--- src/rtl/lstm_pkg.sv ---
// Shared definitions for the time-multiplexed LSTM layer: gate indices, FSM
// states and the fixed-point narrowing/activation helpers.
package lstm_pkg;

  localparam logic [1:0] GATE_I = 2'd0;
  localparam logic [1:0] GATE_F = 2'd1;
  localparam logic [1:0] GATE_G = 2'd2;
  localparam logic [1:0] GATE_O = 2'd3;

  typedef enum logic [2:0] {IDLE, MAC, ACT, UPD_C, UPD_H, OUT} state_t;

  // Arithmetic shift by frac, then saturate into the signed width range.
  function automatic longint sat_narrow(input longint v, input int width, input int frac);
    longint s, mx;
    s  = v >>> frac;
    mx = (longint'(1) <<< (width - 1)) - 1;
    if (s > mx) return mx;
    if (s < -mx - 1) return -mx - 1;
    return s;
  endfunction

  function automatic longint hard_sigmoid(input longint z, input int frac);
    longint one, s;
    one = longint'(1) <<< frac;
    s   = (z >>> 2) + (one >>> 1);
    if (s > one) return one;
    if (s < 0) return 0;
    return s;
  endfunction

  function automatic longint hard_tanh(input longint z, input int frac);
    longint one;
    one = longint'(1) <<< frac;
    if (z > one) return one;
    if (z < -one) return -one;
    return z;
  endfunction

endpackage

--- src/rtl/lstm_mac.sv ---
// Shared multiply-accumulate: load starts a gate sum with bias plus one
// product, acc_en adds further products, nar is the narrowed running sum.
module lstm_mac import lstm_pkg::*; #(
  parameter int WIDTH = 16,
  parameter int FRAC  = 12,
  parameter int AW    = 35
)(
  input  logic                 clk,
  input  logic                 rst,
  input  logic                 load,
  input  logic                 acc_en,
  input  logic [WIDTH-1:0]     a,
  input  logic [WIDTH-1:0]     b,
  input  logic [WIDTH-1:0]     bias,
  output logic signed [AW-1:0] acc,
  output logic [WIDTH-1:0]     nar
);

  logic signed [2*WIDTH-1:0] prod;

  assign prod = $signed(a) * $signed(b);
  assign nar  = WIDTH'(sat_narrow(longint'(acc), WIDTH, FRAC));

  // Bias is a Q(FRAC) word; products are Q(2*FRAC), so align the bias first.
  always_ff @(posedge clk) begin
    if (!rst)        acc <= '0;
    else if (load)   acc <= AW'(prod) + (AW'($signed(bias)) <<< FRAC);
    else if (acc_en) acc <= acc + AW'(prod);
  end

endmodule

--- src/rtl/lstm_layer_tm.sv ---
// Time-multiplexed LSTM layer: UNITS cells share one MAC, recurrent h/c state
// persists across samples and reloads from h_init/c_init at sequence start.
module lstm_layer_tm import lstm_pkg::*; #(
  parameter int WIDTH = 16,
  parameter int FRAC  = 12,
  parameter int UNITS = 4
)(
  input  logic                                         clk,
  input  logic                                         rst,
  input  logic [UNITS-1:0][3:0][WIDTH-1:0]             weight_x,
  input  logic [UNITS-1:0][3:0][UNITS-1:0][WIDTH-1:0]  weight_h,
  input  logic [UNITS-1:0][3:0][WIDTH-1:0]             bias,
  input  logic [UNITS-1:0][WIDTH-1:0]                  h_init,
  input  logic [UNITS-1:0][WIDTH-1:0]                  c_init,
  input  logic [WIDTH-1:0]                             x_in,
  input  logic                                         x_last,
  input  logic                                         x_valid,
  output logic                                         x_ready,
  output logic [UNITS-1:0][WIDTH-1:0]                  y_out,
  output logic [UNITS-1:0][WIDTH-1:0]                  C_out,
  output logic                                         y_valid,
  input  logic                                         y_ready
);

  localparam int AW = 2*WIDTH + $clog2(UNITS+2);
  localparam int UW = (UNITS > 1) ? $clog2(UNITS) : 1;
  localparam int KW = $clog2(UNITS+1);
  localparam logic [UW-1:0] ULAST = UW'(UNITS-1);
  localparam logic [KW-1:0] KLAST = KW'(UNITS);

  state_t state, nxt;
  logic [UW-1:0] u, kidx;
  logic [KW-1:0] k;
  logic [1:0]    g;
  logic [WIDTH-1:0] x_reg;
  logic xl_reg, seq_start;
  logic [UNITS-1:0][WIDTH-1:0] h_st, c_st, h_sh, c_sh;
  logic [2:0][WIDTH-1:0] zg;
  logic [WIDTH-1:0] a_i, a_f, a_g, a_o, c_upd, h_upd;

  logic mac_load, mac_acc;
  logic [WIDTH-1:0] ma, mb, mbias, mac_nar;
  logic signed [AW-1:0] mac_acc_q;

  lstm_mac #(.WIDTH(WIDTH), .FRAC(FRAC), .AW(AW)) u_mac (
    .clk(clk), .rst(rst), .load(mac_load), .acc_en(mac_acc),
    .a(ma), .b(mb), .bias(mbias), .acc(mac_acc_q), .nar(mac_nar)
  );

  assign kidx    = UW'(k - KW'(1));
  assign x_ready = rst && (state == IDLE);

  // Cell update datapath; c_sh[u] is written in UPD_C and read back in UPD_H.
  assign c_upd = WIDTH'(sat_narrow(longint'($signed(a_f)) * longint'($signed(c_st[u]))
                                 + longint'($signed(a_i)) * longint'($signed(a_g)), WIDTH, FRAC));
  assign h_upd = WIDTH'(sat_narrow(longint'($signed(a_o))
                                 * hard_tanh(longint'($signed(c_sh[u])), FRAC), WIDTH, FRAC));

  always_comb begin
    nxt      = state;
    mac_load = 1'b0;
    mac_acc  = 1'b0;
    ma       = weight_x[u][g];
    mb       = x_reg;
    mbias    = bias[u][g];
    case (state)
      IDLE:  if (x_valid) nxt = MAC;
      MAC: begin
        if (k == '0) mac_load = 1'b1;
        else begin
          mac_acc = 1'b1;
          ma      = weight_h[u][g][kidx];
          mb      = h_st[kidx];
        end
        if (k == KLAST && g == GATE_O) nxt = ACT;
      end
      ACT:   nxt = UPD_C;
      UPD_C: nxt = UPD_H;
      UPD_H: nxt = (u == ULAST) ? OUT : MAC;
      OUT:   if (y_valid && y_ready) nxt = IDLE;
      default: nxt = IDLE;
    endcase
  end

  always_ff @(posedge clk) begin
    if (!rst) begin
      state     <= IDLE;
      seq_start <= 1'b1;
      u         <= '0;
      k         <= '0;
      g         <= '0;
      x_reg     <= '0;
      xl_reg    <= 1'b0;
      h_st      <= '0;
      c_st      <= '0;
      h_sh      <= '0;
      c_sh      <= '0;
      zg        <= '0;
      a_i       <= '0;
      a_f       <= '0;
      a_g       <= '0;
      a_o       <= '0;
      y_valid   <= 1'b0;
      y_out     <= '0;
      C_out     <= '0;
    end else begin
      state <= nxt;
      case (state)
        IDLE: if (x_valid) begin
          x_reg  <= x_in;
          xl_reg <= x_last;
          u      <= '0;
          k      <= '0;
          g      <= '0;
          if (seq_start) begin
            h_st      <= h_init;
            c_st      <= c_init;
            seq_start <= 1'b0;
          end
        end
        MAC: begin
          // The previous gate's sum is still in the accumulator on the load cycle.
          if (k == '0 && g != GATE_I) zg[g - 2'd1] <= mac_nar;
          if (k == KLAST) begin
            k <= '0;
            g <= g + 2'd1;
          end else k <= k + KW'(1);
        end
        ACT: begin
          a_i <= WIDTH'(hard_sigmoid(longint'($signed(zg[GATE_I])), FRAC));
          a_f <= WIDTH'(hard_sigmoid(longint'($signed(zg[GATE_F])), FRAC));
          a_g <= WIDTH'(hard_tanh(longint'($signed(zg[GATE_G])), FRAC));
          a_o <= WIDTH'(hard_sigmoid(longint'($signed(mac_nar)), FRAC));
        end
        UPD_C: c_sh[u] <= c_upd;
        UPD_H: begin
          h_sh[u] <= h_upd;
          if (u != ULAST) u <= u + UW'(1);
        end
        OUT: begin
          // Output registers load on the first OUT cycle and hold until accepted.
          if (!y_valid) begin
            y_valid <= 1'b1;
            y_out   <= h_sh;
            C_out   <= c_sh;
          end else if (y_ready) begin
            y_valid   <= 1'b0;
            h_st      <= h_sh;
            c_st      <= c_sh;
            seq_start <= xl_reg;
          end
        end
        default: ;
      endcase
    end
  end

endmodule

--- config.mk ---
export PLATFORM = sky130hd
export DESIGN_NAME = lstm_layer_tm
export DESIGN_NICKNAME = d
export VERILOG_FILES = /design/src/rtl/lstm_pkg.sv /design/src/rtl/lstm_mac.sv /design/src/rtl/lstm_layer_tm.sv
export SDC_FILE = /design/constraint.sdc
export NUM_CORES = 2
export LEC_CHECK = 0
export BUFFER_PORTS_ARGS = -buffer_cell sky130_fd_sc_hd__buf_2
export CAP_MARGIN = 10
export CORE_AREA = 4 4 714 716
export CTS_CLUSTER_DIAMETER = 120
export DETAILED_ROUTE_END_ITERATION = 8
export DIE_AREA = 0 0 718 720
export GPL_ROUTABILITY_DRIVEN = 0
export PLACE_DENSITY = 0.4
export SETUP_SLACK_MARGIN = 0.4
export SYNTH_ARGS = -nofsm -noshare
export SYNTH_HDL_FRONTEND = slang
export SYNTH_SLANG_ARGS = --single-unit
--- constraint.sdc ---
create_clock -name clk -period 15.05 [get_ports clk]
set_input_delay 3.01 -clock clk [delete_from_list [all_inputs] [get_ports clk]]
set_output_delay 3.01 -clock clk [all_outputs]
set_load 0.03 [all_outputs]
### Yosys cells after proc, flatten, opt, wreduce, memory -nomap -nowiden

Index checks and enable logic that the tools add are counted.
W data, S select, Z words.

* output and inout port bits: 130
* register bits: 560

* reductions and logical operators: 22
* equal/unequal tests: 17
* add/subtract/negate cells: 11
* bitwise operators: 1
* mux-type cells: 138
* $mul: 4
* magnitude comparators: 22

Operators by type and width (count)
* $mux W64: 14
* $bmux W256 S2: 1
* $mux W16: 30
* $bmux W64 S2: 3
* $mux W256: 1
* $pmux W64 S2: 2
* $bmux W16 S2: 6
* $bwmux W64: 2
* $mux W13: 8
* $mul A16 B16 Y32: 3
* $mux W35: 2
* $demux W16 S2: 2
* $mul A16 B64 Y64: 1
* $gt A52 B16 Y1 const B: 1
* $lt A52 B16 Y1 const B: 1
* $mux W1: 49
* $bwmux W48: 1
* $add A14 B13 Y15 const B: 3
* $gt A15 B14 Y1 const B: 3
* $lt A15 B1 Y1 const B: 3
* $mux W15: 3
* $add A35 B32 Y35: 1
* $add A32 B28 Y33: 1
* $add A32 B32 Y33: 1
* other kinds (30): 73

### Longest topological paths before layout

* word-level depth: 15
* mapped depth: 45
* gate-level depth less buffers: 40

### By module

A second synthesis with hierarchy kept.

* cell total of the unflattened synthesis: 7462
* area total of the unflattened synthesis: 72035.3 µm²

By module, submodules not included
* lstm_layer_tm: cells each 5809, area an instance 57769.2 µm², sequential area each 10309.9 µm², instances 1
* lstm_mac: cells each 1653, area an instance 14266.2 µm², sequential area each 700.7 µm², instances 1

### Least setup slack after synthesis

Ideal clock, no wire load.

* path type: input -> register
* start: input port weight_h[842] (netlist name)
* end: register u_mac.acc[34]
* setup slack: 2.766 ns
* cell stages on the path: 36
* path buffers: 1
* arrival time: 12.209 ns
* data required time: 14.976 ns
* setup time: 0.074 ns
* cell sequence: mux4_2 -> mux4_2 -> mux4_2 -> mux2i_1 -> clkbuf_1 -> nor2_1 -> fa_1 -> fa_1 -> inv_1 -> fa_1 -> fa_1 -> inv_1 -> fa_1 -> inv_1 -> fa_1 -> inv_1 -> ha_1 -> or2_2 -> o31a_1 -> nand3_1 -> a31oi_1 -> or3_1 -> a21o_1 -> a21oi_1 -> xnor2_1 -> ha_1 -> and4_1 -> a31oi_1 -> o21ai_0 -> o311ai_0 -> a21oi_1 -> o211a_1 -> nor4_1 -> a211oi_1 -> nand3b_1 -> a31oi_1

* word-level cells in the longest chain between the ends: 12

Ends and longest elaborated chain
* from (decl): line lstm_layer_tm.sv:11 `input logic [UNITS-1:0][3:0][UNITS-1:0][WIDTH-1:0] weight_h,`
* $bmux W256 S2 (*): line lstm_layer_tm.sv:72 `ma = weight_h[u][g][kidx];`
* $mux W256 (not written as such) (*): line lstm_layer_tm.sv:72
* $bmux W64 S2 (*): line lstm_layer_tm.sv:72
* $mux W64 (not written as such) (*): line lstm_layer_tm.sv:72
* $bmux W16 S2 (*): line lstm_layer_tm.sv:72
* $mux W16 (not written as such) (*): line lstm_layer_tm.sv:72
* $mux W16 (*): line lstm_layer_tm.sv:69 `if (k == '0) mac_load = 1'b1;`
* $mux W16 (*): line lstm_layer_tm.sv:66 `case (state)`
* $mul A16 B16 Y32 (*): line lstm_mac.sv:21 `assign prod = $signed(a) * $signed(b);`
* $add A35 B32 Y35: line lstm_mac.sv:28 `else if (acc_en) acc <= acc + AW'(prod);`
* $mux W35: line lstm_mac.sv:28
* $mux W35 (*): line lstm_mac.sv:27 `else if (load) acc <= AW'(prod) + (AW'($signed(bias)) <<< FRAC);`
* to (signal assigned): line lstm_mac.sv:27
* to (signal assigned): line lstm_mac.sv:28
* to (decl): line lstm_mac.sv:15 `output logic signed [AW-1:0] acc,`

Mark *: on every way between the ends. The rest lies on a longest branch, timed or not. The select of a mux whose other input is x is not followed.
A chain may end at the register's enable or synchronous reset.

### Final worst setup path

* start: input port weight_h[841] (netlist name)
* end: register u_mac.acc[34]

Same word-level chain as after synthesis.

==> flow_summary.ini <==
[worst_setup_path]
cpMostUsedCell = fa_1
max_stage_delay_ns = 0.77
cp-end-kind = register
cp_slowest_cell = o311ai_0
cp_max_fo = 8
path_class = in -> reg
cp.arrival_ns = 13.99
cp.required_ns = 15.65
start_kind = input pin

[global_route]
grt_max_degree = 150
track_usage = 0.266
antenna_found_initial = 754
grt_pass1_wl_um = 863000
grt_pass1_vias = 67900
grt_overflow = 0

[sta]
relSlewSlack = 0.219
slew_violations = 0
rsz0062_at_grt = no
fin_crit_sh = 0.889
worst_pin_slew_ns = 1.15
hold_viol = 0
finalWorstPathRequiredPeriod_ns = 13.38
finalSetupViolCount = 0
fmax_ghz = 0.0747
skew_ns = 0.0704
setup_tns_ns = 0

[clock_tree]
cts_hold_buf = 0
cts-root-buf = clkbuf_16
ctsHtreeMaxLevel = 3
cts_resized = 0
cts_inserted_buffers = 71
clkTransAtPathRegs_ns = 0.07
clk_path_buf_depth = 3
post_cts_buffers = 0
clk_latency_ns = 0.71
cts_sinks = 550
cts_tree = yes

[die]
io_pins = 1815
placementRows = 261
start_util = 0.143
die_x_um = 718
dieHeight_um = 720
dieArea_um2 = 517000
fp.coreArea_um2 = 504000

[synth]
synthFlopType = dfxtp_1
ys_seq_area_frac = 0.152
synth_nets = 10500
avgSynthCellArea_um2 = 9.62
yosysMostFrequentCell = inv_1
yosysTopAreaCell = fa_1
synth_edf_count = 0
synthArstFlopShare = 0
synthTopCellsByCount = inv_1, nand2_1, fa_1
synth_cell_types = 94
syn_area_um2 = 72300
yosys.area.top_type_share = 0.245
ys_top_cells_by_area = fa_1, mux4_2, dfxtp_1
yosys_warnings = 0
synth_seq_cells = 550
postSynthCellCount = 7511

[power]
ir_worst_vdd_mv = 0.134
finalPower_mw = 10.0
p_leak_nw = 41.4
power_density_nw_per_um2 = 104

[hold_path]
hold_class = reg -> reg

[finish]
layout.nets = 12100
syn_to_final_growth_pct = 33.8
postLayoutCoreUtil = 0.192
layout-drive-gt1-share = 0.297
final_area_um2 = 96700

[outcome]
status = finished, violations left
violations = antenna violations

[placed_design]
dpl_cell_area_um2 = 89000
dp_hpwl_um = 636000
place.port_buffers = 1814

[route]
viasPerCell = 4.34
postRouteAntennaNets = 4
drc_errors = 0
dr.first_iter.drc_count = 8920
vias = 77500
drt-total-wl_um = 720000
drt_pass1_iterations = 8
wl_per_cell_um = 40.3

[flow_run]
drv_cap = 0
[cell families (layout without fill, tap and decap cells)]
kind of cell / after synthesis / count (layout) / synth area share
multiplexers: 726 / 726 / 0.195
adder cells (fa/ha/maj): 1343 / 1343 / 0.325
flip-flops: 550 / 550 / 0.152
XOR/XNOR: 110 / 110 / 0.0134
AND/OR/NAND/NOR: 2087 / 2087 / 0.130
other: 0 / 2061 / 0
AO/OA/AOI/OAI: 1127 / 1127 / 0.102
buffers and inverters: 1568 / 3140 / 0.0825
[report_power, final]
group,total [mW],switching [mW],internal [mW],leakage (nW)
sequential,1.74,0.164,1.58,4.47
combinational,6.40,3.90,2.50,35.7
clock,1.87,0.819,1.05,1.21
[layout make-up]
class	instances	area, µm²
fill	57000	407000
multi-input combinational	5393	55400
sequential	550	11000
timing repair buffer	1936	10200
tap	6706	8390
antenna	2061	5160
inverter	1075	4050
clock buffer	102	2040
clock inverter	27	440
[layer usage]
layer / GRT usage / wire, µm / up-vias
met5: 0.0579 / 4040 / -
met4: 0.197 / 64100 / 268
met3: 0.150 / 90800 / 1829
met2: 0.381 / 296000 / 5410
met1: 0.288 / 265000 / 39200
li1: - / - / 30900
[path summary, 6_finish.rpt]
| path | from | endpoint | slack, ns | depth (start not counted) |
|---|---|---|---|---|
| setup / recovery | weight_h[841] | u_mac.acc[34] | 1.67 | 33 |
| hold / removal | y_out[45] | y_out[45] | 0.46 | 2 |
| setup reg to reg | u[0] | u_mac.acc[34] | 2.38 | 33 |
| hold reg to reg | y_out[45] | y_out[45] | 0.46 | 2 |
[stage by stage]
step / hold WS (ns) / cells / worst slack, ns
2_1_floorplan: 0.432 / 7511 / 2.77
3_3_place_gp: 0.443 / 15700 / 0.981
3_5_place_dp: 0.444 / 15700 / 1.11
4_1_cts: 0.452 / 15800 / 1.82
5_1_grt: 0.468 / 17300 / 1.14
6_report: 0.455 / 17900 / 1.67
[layout by cell type, fill, tap and decap left out, types with 49 or more instances in the layout]
cell and instances:
diode_2 2061, buf_2 1813, inv_1 1073, nand2_1 971, fa_1 885, dfxtp_1 546
mux4_2 543, nor2_1 472, ha_1 457, a21oi_1 421, and2_1 226, a211oi_1 169
mux2i_1 153, o21ai_0 143, buf_4 109, and3_1 102, xnor2_1 74, clkbuf_16 71
nand3_1 70, nor3_1 57, a21o_1 55, o31ai_1 49
[critical path: cells and delay by family]
family | cells | cell delay, ns
adders and majority gates | 8 | 3.54
AOI/OAI and AO/OA | 12 | 3.53
muxes | 4 | 2.40
and+or+nand+nor | 4 | 0.69
buffers and inverters | 4 | 0.52
xor gates and xnor gates | 1 | 0.25
(Power assumes the default switching activity.)
